`config.mk`:
```
export PLATFORM = sky130hd
export DESIGN_NAME = fetch_stage
export DESIGN_NICKNAME = d
export VERILOG_FILES = /design/src/rtl/fetch_stage.sv
export SDC_FILE = /design/constraint.sdc
export NUM_CORES = 1
export LEC_CHECK = 0
export ABC_AREA = 1
export CAP_MARGIN = 15
export CORE_ASPECT_RATIO = 0.5
export CORE_MARGIN = 2
export CORE_UTILIZATION = 45
export CTS_BUF_LIST = sky130_fd_sc_hd__clkbuf_8 sky130_fd_sc_hd__clkbuf_16
export CTS_CLUSTER_SIZE = 12
export DETAILED_ROUTE_END_ITERATION = 16
export HOLD_SLACK_MARGIN = 0.12
export PLACE_DENSITY = 0.68
export SYNTH_ARGS = -nofsm -noshare
export SYNTH_HDL_FRONTEND = slang
export SYNTH_SLANG_ARGS = --single-unit
export TNS_END_PERCENT = 100
```
`constraint.sdc`:
```
create_clock -name clock -period 7.3 [get_ports clock]
set_input_delay 1.095 -clock clock [delete_from_list [all_inputs] [get_ports clock]]
set_output_delay 1.095 -clock clock [all_outputs]
set_load 0.02 [all_outputs]
```
`src/rtl/fetch_stage.sv`:
```
// ==== fetch_stage : in-order fetch buffer feeding the instruction FIFO ====
// ==== redirect squashes buffered work and drains stale responses -- rev 1.0 ====
`default_nettype none

module fetch_stage #(
  parameter int                    ADDR_WIDTH      = 32,
  parameter int                    INST_WIDTH      = 32,
  parameter int                    MAX_OUTSTANDING = 4,
  parameter logic [ADDR_WIDTH-1:0] RESET_PC        = '0
) (
  input  logic                             clock,
  input  logic                             reset,
  input  logic                             redirect_valid,
  input  logic [ADDR_WIDTH-1:0]            redirect_pc,
  output logic                             imem_req_valid,
  output logic [ADDR_WIDTH-1:0]            imem_req_addr,
  input  logic                             imem_req_ready,
  input  logic                             imem_rsp_valid,
  input  logic [INST_WIDTH-1:0]            imem_rsp_data,
  output logic                             fifo_wr_en,
  output logic [ADDR_WIDTH+INST_WIDTH-1:0] fifo_wr_data,
  input  logic                             fifo_wr_valid,
  input  logic                             fifo_almost_full,
  output logic [ADDR_WIDTH-1:0]            fetch_pc,
  output logic                             draining
);

  localparam int             PW       = (MAX_OUTSTANDING > 1) ? $clog2(MAX_OUTSTANDING) : 1;
  localparam int             CW       = $clog2(MAX_OUTSTANDING + 1);
  localparam logic [CW-1:0]  MAX_CNT  = CW'(MAX_OUTSTANDING);
  localparam logic [PW-1:0]  LAST_IDX = PW'(MAX_OUTSTANDING - 1);

  localparam logic [0:0] S_FETCH = 1'b0;
  localparam logic [0:0] S_DRAIN = 1'b1;

  logic [0:0]                 state_q, state_d;
  logic [CW-1:0]              drop_cnt_q, drop_cnt_d;
  logic [ADDR_WIDTH-1:0]      fetch_pc_q;
  logic [ADDR_WIDTH-1:0]      pc_q   [MAX_OUTSTANDING];
  logic [INST_WIDTH-1:0]      inst_q [MAX_OUTSTANDING];
  logic [MAX_OUTSTANDING-1:0] filled_q;
  logic [PW-1:0]              alloc_ptr_q, fill_ptr_q, head_ptr_q;
  logic [CW-1:0]              occ_q, unfilled_q;

  logic          req_fire, rsp_fill, pop;
  logic [CW-1:0] drop_sum;

  function automatic logic [PW-1:0] ptr_inc(input logic [PW-1:0] p);
    return (p == LAST_IDX) ? '0 : p + PW'(1);
  endfunction

  assign req_fire = imem_req_valid && imem_req_ready;
  assign rsp_fill = imem_rsp_valid && (state_q == S_FETCH) && !redirect_valid && (unfilled_q != '0);
  assign pop      = fifo_wr_en && fifo_wr_valid;
  assign drop_sum = drop_cnt_q + unfilled_q;

  assign imem_req_addr = fetch_pc_q;
  assign fetch_pc      = fetch_pc_q;
  assign fifo_wr_en    = !reset && !redirect_valid && filled_q[head_ptr_q];
  assign fifo_wr_data  = reset ? '0 : {pc_q[head_ptr_q], inst_q[head_ptr_q]};

  always_ff @(posedge clock) begin
    if (reset) begin
      state_q    <= S_FETCH;
      drop_cnt_q <= '0;
    end else begin
      state_q    <= state_d;
      drop_cnt_q <= drop_cnt_d;
    end
  end

  // A response arriving with the redirect is itself one of the stale ones.
  always_comb begin
    state_d    = state_q;
    drop_cnt_d = drop_cnt_q;
    if (redirect_valid) begin
      if (!imem_rsp_valid)
        drop_cnt_d = drop_sum;
      else if (drop_sum != '0)
        drop_cnt_d = drop_sum - CW'(1);
      else
        drop_cnt_d = '0;
      state_d = (drop_cnt_d != '0) ? S_DRAIN : S_FETCH;
    end else if ((state_q == S_DRAIN) && imem_rsp_valid && (drop_cnt_q != '0)) begin
      drop_cnt_d = drop_cnt_q - CW'(1);
      if (drop_cnt_d == '0)
        state_d = S_FETCH;
    end
  end

  always_comb begin
    imem_req_valid = 1'b0;
    draining       = 1'b0;
    if (!reset) begin
      draining       = (state_q == S_DRAIN);
      imem_req_valid = (state_q == S_FETCH) && !redirect_valid &&
                       (occ_q < MAX_CNT) && !fifo_almost_full;
    end
  end

  always_ff @(posedge clock) begin
    if (reset) begin
      fetch_pc_q  <= RESET_PC;
      alloc_ptr_q <= '0;
      fill_ptr_q  <= '0;
      head_ptr_q  <= '0;
      occ_q       <= '0;
      unfilled_q  <= '0;
      filled_q    <= '0;
    end else if (redirect_valid) begin
      fetch_pc_q  <= redirect_pc;
      alloc_ptr_q <= '0;
      fill_ptr_q  <= '0;
      head_ptr_q  <= '0;
      occ_q       <= '0;
      unfilled_q  <= '0;
      filled_q    <= '0;
    end else begin
      if (req_fire) begin
        pc_q[alloc_ptr_q] <= fetch_pc_q;
        alloc_ptr_q       <= ptr_inc(alloc_ptr_q);
        fetch_pc_q        <= fetch_pc_q + ADDR_WIDTH'(4);
      end
      if (rsp_fill) begin
        inst_q[fill_ptr_q]   <= imem_rsp_data;
        filled_q[fill_ptr_q] <= 1'b1;
        fill_ptr_q           <= ptr_inc(fill_ptr_q);
      end
      // Head is filled and the fill slot is not, so these never collide.
      if (pop) begin
        filled_q[head_ptr_q] <= 1'b0;
        head_ptr_q           <= ptr_inc(head_ptr_q);
      end
      occ_q      <= occ_q + CW'(req_fire) - CW'(pop);
      unfilled_q <= unfilled_q + CW'(req_fire) - CW'(rsp_fill);
    end
  end

  always_ff @(posedge clock) begin
    if (!reset && imem_rsp_valid && (state_q == S_FETCH) && !redirect_valid)
      assert (unfilled_q != '0);
  end

endmodule

`default_nettype wire
```
==> results of run 1 <==
[state kept, by name, indices dropped and copies added, names as in the netlist, named ones only]
register	count
alloc_ptr_q	2
inst_q	128
pc_q	128
filled_q	4
head_ptr_q	2
fill_ptr_q	2
drop_cnt_q	3
unfilled_q	3
state_q	1
occ_q	3
fetch_pc	32
[kinds of logic (layout without fill, tap and decap cells)]
kind of cell / after synthesis / count (layout)
AND/OR/NAND/NOR: 566 / 566
flip-flops: 310 / 310
AO/OA/AOI/OAI: 277 / 277
buffers and inverters: 188 / 357
adder cells (fa/ha/maj): 24 / 24
XOR/XNOR: 9 / 9
[cell type report]
type | instances | area share [%]
Inverter | 93 | 2.17
Tap cell | 399 | 2.98
Sequential cell | 310 | 52.4
Clock inverter | 24 | 0.621
Clock buffer | 32 | 4.72
Multi-Input combinational cell | 876 | 24.7
Timing Repair Buffer | 208 | 12.3
[power by group]
group	internal [mW]	switching, mW	leakage, nW	total, mW
registers	1.93	0.0421	2.75	1.97
clock network	0.771	0.631	0.517	1.40
logic	0.112	0.134	2.61	0.246
[metal layers]
layer | up-vias | GRT usage [%]
met5 | - | 0
met4 | 0 | 6.48
met3 | 76 | 3.32
met2 | 281 | 37.3
met1 | 4905 | 27.2
li1 | 4894 | -
[cell usage after synthesis]
master	count	share of area, %
nor2_1	328	9.0
edfxtp_1	256	56
nand2_1	191	5.2
o21ai_0	148	5.4
a21oi_1	98	3.6
inv_1	81	2.2
dfxtp_1	54	7.9
buf_4	33	1.8
nand3_1	32	1.2
clkbuf_1	27	0.74
ha_1	21	1.9
buf_2	17	0.62
buf_1	13	0.35
a31oi_1	9	0.41
inv_2	9	0.25
o21ai_1	9	0.33
nor2_2	6	0.27
xor2_1	6	0.38
buf_6	4	0.33
o21ai_2	4	0.25
fa_1	3	0.44
xnor2_1	3	0.19
a211oi_1	2	0.11
a22o_1	2	0.13
nand4_1	2	0.091
o21bai_1	2	0.11
a21oi_2	1	0.064
a22oi_1	1	0.055
buf_8	1	0.11
clkinv_1	1	0.027
inv_6	1	0.064
inv_8	1	0.082
nand2_2	1	0.046
nand2_4	1	0.082
nand2_8	1	0.15
nand3_2	1	0.073
nand3b_1	1	0.055
nor2_4	1	0.082
nor3_4	1	0.12
o22ai_1	1	0.046
[final timing paths]
path | start | end | slack (ns) | cells after the start
max | flop | fifo_wr_data[41] | 2.42 | 5
min reg2reg | filled_q[3]$_SDFF_PP0_ | filled_q[3]$_SDFF_PP0_ | 0.51 | 2
min | filled_q[3]$_SDFF_PP0_ | filled_q[3]$_SDFF_PP0_ | 0.51 | 2
max reg2reg | unfilled_q[1]$_SDFF_PP0_ | inst_q[1][9]$_DFFE_PP_ | 4.36 | 6
[critical path, stage by stage, from the launching register on]
cell and delay [ns]:
dfxtp_4 0.77, clkinv_2 0.80, buf_4 0.58, o21ai_0 0.28
a21oi_1 0.16, clkdlybuf4s50_1 0.57
[stage by stage]
step | instances | worst slack, ns | total power [mW] | area (µm²)
6_report | 1942 | 2.42 | 3.62 | 16700
5_1_grt | 1942 | 2.12 | 3.73 | 16700
4_1_cts | 1942 | 2.37 | 3.64 | 16700
3_5_place_dp | 1886 | 2.91 | 2.26 | 15800
3_3_place_gp | 1886 | 2.98 | 2.25 | 15800
2_1_floorplan | 1374 | 3.63 | 2.12 | 13800
==> flow_metrics.py, run 1 <==
metrics = {
    "run_status": {
        "status": "completed",
    },
    "sta": {
        "slew_headroom_pct": 25.3,
        "hold_viol": 0,
        "hold_slack_ns": 0.507,
        "tightestPinTransition_ns": 1.12,
        "setup_violations": 0,
        "rsz0062_at_grt": "no",
        "fin_worst_skew_ns": 0.0175,
        "finalCritPeriodShare_pct": 66.8,
        "final-max-slew-violation-count": 0,
        "fmax_ghz": 0.205,
        "period_minus_slack_ns": 4.88,
        "fin_setup_tns_ns": 0,
    },
    "setup_path": {
        "crit_path_end_kind": "output pin",
        "worst_setup_path_start_kind": "flop",
        "cp.required_ns": 6.20,
        "worstPathMaxFanout": 65,
        "cp.arrival_ns": 3.78,
        "crit_type": "flop to output pin",
    },
    "clock_tree": {
        "cts_hold_buf": 0,
        "htree_num_levels": 1,
        "post-cts-setup-buffers": 0,
        "path_clk_slew_ns": 0.06,
        "numCtsBuffers": 30,
        "ctsResizeCount": 0,
        "cts-root-buf": "clkbuf_16",
        "cts_num_sinks": 310,
        "cts_tree": "done",
        "clk_latency_ns": 0.56,
        "cts_buffer_depth": 3,
    },
    "routing": {
        "wire_per_inst_um": 17.8,
        "vias": 10200,
        "drt_iter0_markers": 964,
        "drt_first_pass_iters": 5,
        "met3WireLength_mm": 1.78,
        "drc": 0,
        "route.met2.wl_mm": 17.1,
        "ant_nets": 0,
        "top_layer": "met4",
        "routed_wl_mm": 34.5,
        "met1_length_mm": 14.7,
        "viasPerCell": 5.23,
    },
    "final_layout": {
        "utilization_pct": 55.4,
        "multi_input_area_um2": 4140,
        "layout_common_cells": "320 x nor2_1, 256 x edfxtp_1, 200 x clkdlybuf4s50_1",
        "final_common_cell": "nor2_1",
        "fillers": 2565,
        "seqCellArea_um2": 8770,
        "final_nets": 1614,
        "antenna_cells": 0,
        "final_layout_size_suffix_gt1_share_pct": 5.18,
        "area.growth.synth_to_final_pct": 21.7,
    },
    "logic_synthesis": {
        "synth-simple-area-share_pct": 16.3,
        "syn_nets": 1469,
        "synth_top_family_by_area": "simple AND/OR/NAND/NOR gates",
        "ys_seq_area_share_pct": 63.8,
        "synth_compound_gate_area_share_pct": 10.5,
        "synth-xor-area-share_pct": 0.573,
        "syn_inst": 1374,
        "synth_cell_types": 40,
        "muxShareOfSynthArea_pct": 0,
        "ys_seq_elements": 310,
        "synthesis.area_per_instance_um2": 10.0,
        "synth_adder_area_share_pct": 2.35,
        "netlist_area_um2": 13800,
        "yosysWarnings": 0,
    },
    "floorplan": {
        "dieArea_um2": 32100,
        "fp.coreArea_um2": 30200,
        "start_util_pct": 45.6,
        "ios": 202,
        "die_w_um": 251,
        "num_rows": 45,
        "dieHeight_um": 128,
    },
    "global_route": {
        "grt_pass1_wl_mm": 52.8,
        "grt_pass1_vias": 9808,
        "grt_overflow": 0,
        "antenna_found_initial": 0,
        "grt_max_degree": 76,
        "grt_use_total_pct": 21.2,
    },
    "placement": {
        "dp_hpwl_mm": 21.6,
        "place.gp.congestion": 0.877,
        "port_buffers": 201,
    },
    "pwr": {
        "ir_worst_vdd_mv": 0.168,
        "powerDensity_nw_per_um2": 216,
        "p_leak_nw": 5.87,
    },
    "min_path": {
        "hold_class": "flop to flop",
    },
    "job": {
        "cap_violations": 0,
    },
}
No activity file was read; power rests on OpenSTA's default activity.
==> run 2: changes to the inputs <==
- clock period: 7.3 -> 4.7 ns (I/O delays scaled with it)
==> flow_metrics.py, run 2 (same netlist as run 1, synthesis figures left out) <==
metrics = {
    "global_route": {
        "grt_overflow": 0,
        "grt_use_total_pct": 21.1,
        "grt_pass1_wl_mm": 52.6,
        "grt_max_degree": 96,
        "antenna_found_initial": 0,
        "grt_pass1_vias": 9567,
    },
    "floorplan": {
        "dieArea_um2": 32100,
        "die_w_um": 251,
        "num_rows": 45,
        "ios": 202,
        "dieHeight_um": 128,
        "fp.coreArea_um2": 30200,
        "start_util_pct": 45.6,
    },
    "clock_tree": {
        "post-cts-setup-buffers": 0,
        "cts-root-buf": "clkbuf_16",
        "cts_num_sinks": 310,
        "cts_buffer_depth": 3,
        "path_clk_slew_ns": 0.06,
        "cts_hold_buf": 0,
        "clk_latency_ns": 0.56,
        "htree_num_levels": 1,
        "cts_tree": "done",
        "ctsResizeCount": 0,
        "numCtsBuffers": 30,
    },
    "setup_path": {
        "slowest_stage": "dfxtp_4",
        "crit_type": "flop to output pin",
        "cp.required_ns": 3.99,
        "worst_setup_path_start_kind": "flop",
        "worstPathMaxFanout": 71,
        "rr_worst_depth": 7,
        "crit_path_end_kind": "output pin",
        "cp_top_family": "buffers and inverters",
        "crit_cells": 6,
        "cp_common_cell": "nor2_1",
        "max_stage_delay_ns": 0.87,
        "cp.arrival_ns": 3.00,
        "critical_path_buf_inv_count": 2,
        "cp_cell_sequence": "buf_12 -> nor2_1 -> nor2_1 -> o21ai_0 -> a21oi_1 -> clkdlybuf4s50_1",
    },
    "routing": {
        "viasPerCell": 5.20,
        "ant_nets": 0,
        "routed_wl_mm": 34.4,
        "drt_first_pass_iters": 5,
        "vias": 10100,
        "drt_iter0_markers": 777,
        "wire_per_inst_um": 17.8,
        "drc": 0,
    },
    "job": {
        "cap_violations": 0,
    },
    "min_path": {
        "hold_class": "flop to flop",
        "min_path_cells": 2,
    },
    "placement": {
        "port_buffers": 201,
        "dp_hpwl_mm": 21.8,
        "place.gp.congestion": 0.906,
    },
    "final_layout": {
        "final_common_cell": "nor2_1",
        "layout_common_cells": "320 x nor2_1, 256 x edfxtp_1, 200 x clkdlybuf4s50_1",
        "final_layout_size_suffix_gt1_share_pct": 5.60,
        "fillers": 2547,
        "antenna_cells": 0,
        "final_nets": 1619,
        "area.growth.synth_to_final_pct": 21.6,
    },
    "sta": {
        "setup_violations": 0,
        "fmax_ghz": 0.270,
        "finalCritPeriodShare_pct": 78.9,
        "fin_setup_tns_ns": 0,
        "final-max-slew-violation-count": 0,
        "period_minus_slack_ns": 3.71,
        "tightestPinTransition_ns": 1.06,
        "fin_worst_skew_ns": 0.0106,
        "rsz0062_at_grt": "no",
        "hold_viol": 0,
        "slew_headroom_pct": 29.2,
    },
    "pwr": {
        "power_mw": 5.54,
        "powerDensity_nw_per_um2": 331,
        "ir_worst_vdd_mv": 0.261,
        "p_leak_nw": 5.82,
    },
    "run_status": {
        "status": "completed",
    },
}
-- run 2: final timing paths --
| kind | start | to | slack, ns |
|---|---|---|---|
| min reg2reg | filled_q[3]$_SDFF_PP0_ | filled_q[3]$_SDFF_PP0_ | 0.50 |
| max | flop | fifo_wr_data[45] | 0.99 |
| max reg2reg | unfilled_q[1]$_SDFF_PP0_ | inst_q[1][20]$_DFFE_PP_ | 2.22 |
| min | filled_q[3]$_SDFF_PP0_ | filled_q[3]$_SDFF_PP0_ | 0.50 |
-- run 2: power breakdown --
part	total [mW]	internal (mW)	switching [mW]
Clock	2.09	1.15	0.944
Sequential	3.07	3.00	0.0667
Combinational	0.384	0.176	0.209
Total	5.54	4.32	1.22
-- run 2: metal layers --
metal / share of wire (%) / GRT usage [%] / wire, µm
met2: 50 / 37.7 / 17200
met5: 0 / 0 / 0
met1: 43 / 27.5 / 14900
met3: 4.7 / 3.22 / 1630
met4: 2.0 / 4.83 / 678
-- run 2: layout make-up --
cell class / instances / area [µm²] / area share, %
well taps: 399 / 499 / 2.98
clock inverters: 12 / 61.3 / 0.367
flip-flops and latches: 310 / 8770 / 52.5
inverters: 93 / 363 / 2.17
multi-input cells: 876 / 4140 / 24.8
repair buffers: 213 / 2120 / 12.7
clock buffers: 31 / 764 / 4.57
-- run 2: worst register-to-register path, cell delays in order, from the launching register on --
cell and delay, ns:
dfxtp_1 0.47, nor2_1 0.07, nand2_1 0.07, nand4_1 0.32, inv_1 0.25, nand2_1 0.31, nor2_4 0.17, buf_4 0.44
-- run 2: stage by stage --
step / worst slack, ns / hold WS, ns / utilization [%] / cells / area [µm²]
final: 0.994 / 0.500 / 55.4 / 1934 / 16700
after global routing: 0.777 / 0.493 / 55.4 / 1934 / 16700
after CTS: 0.941 / 0.475 / 55.4 / 1934 / 16700
after detailed placement: 1.33 / 0.484 / 52.7 / 1891 / 15900
after global placement: 1.35 / 0.474 / 52.7 / 1891 / 15900
after floorplan: 1.42 / 0.444 / - / 1374 / 13800
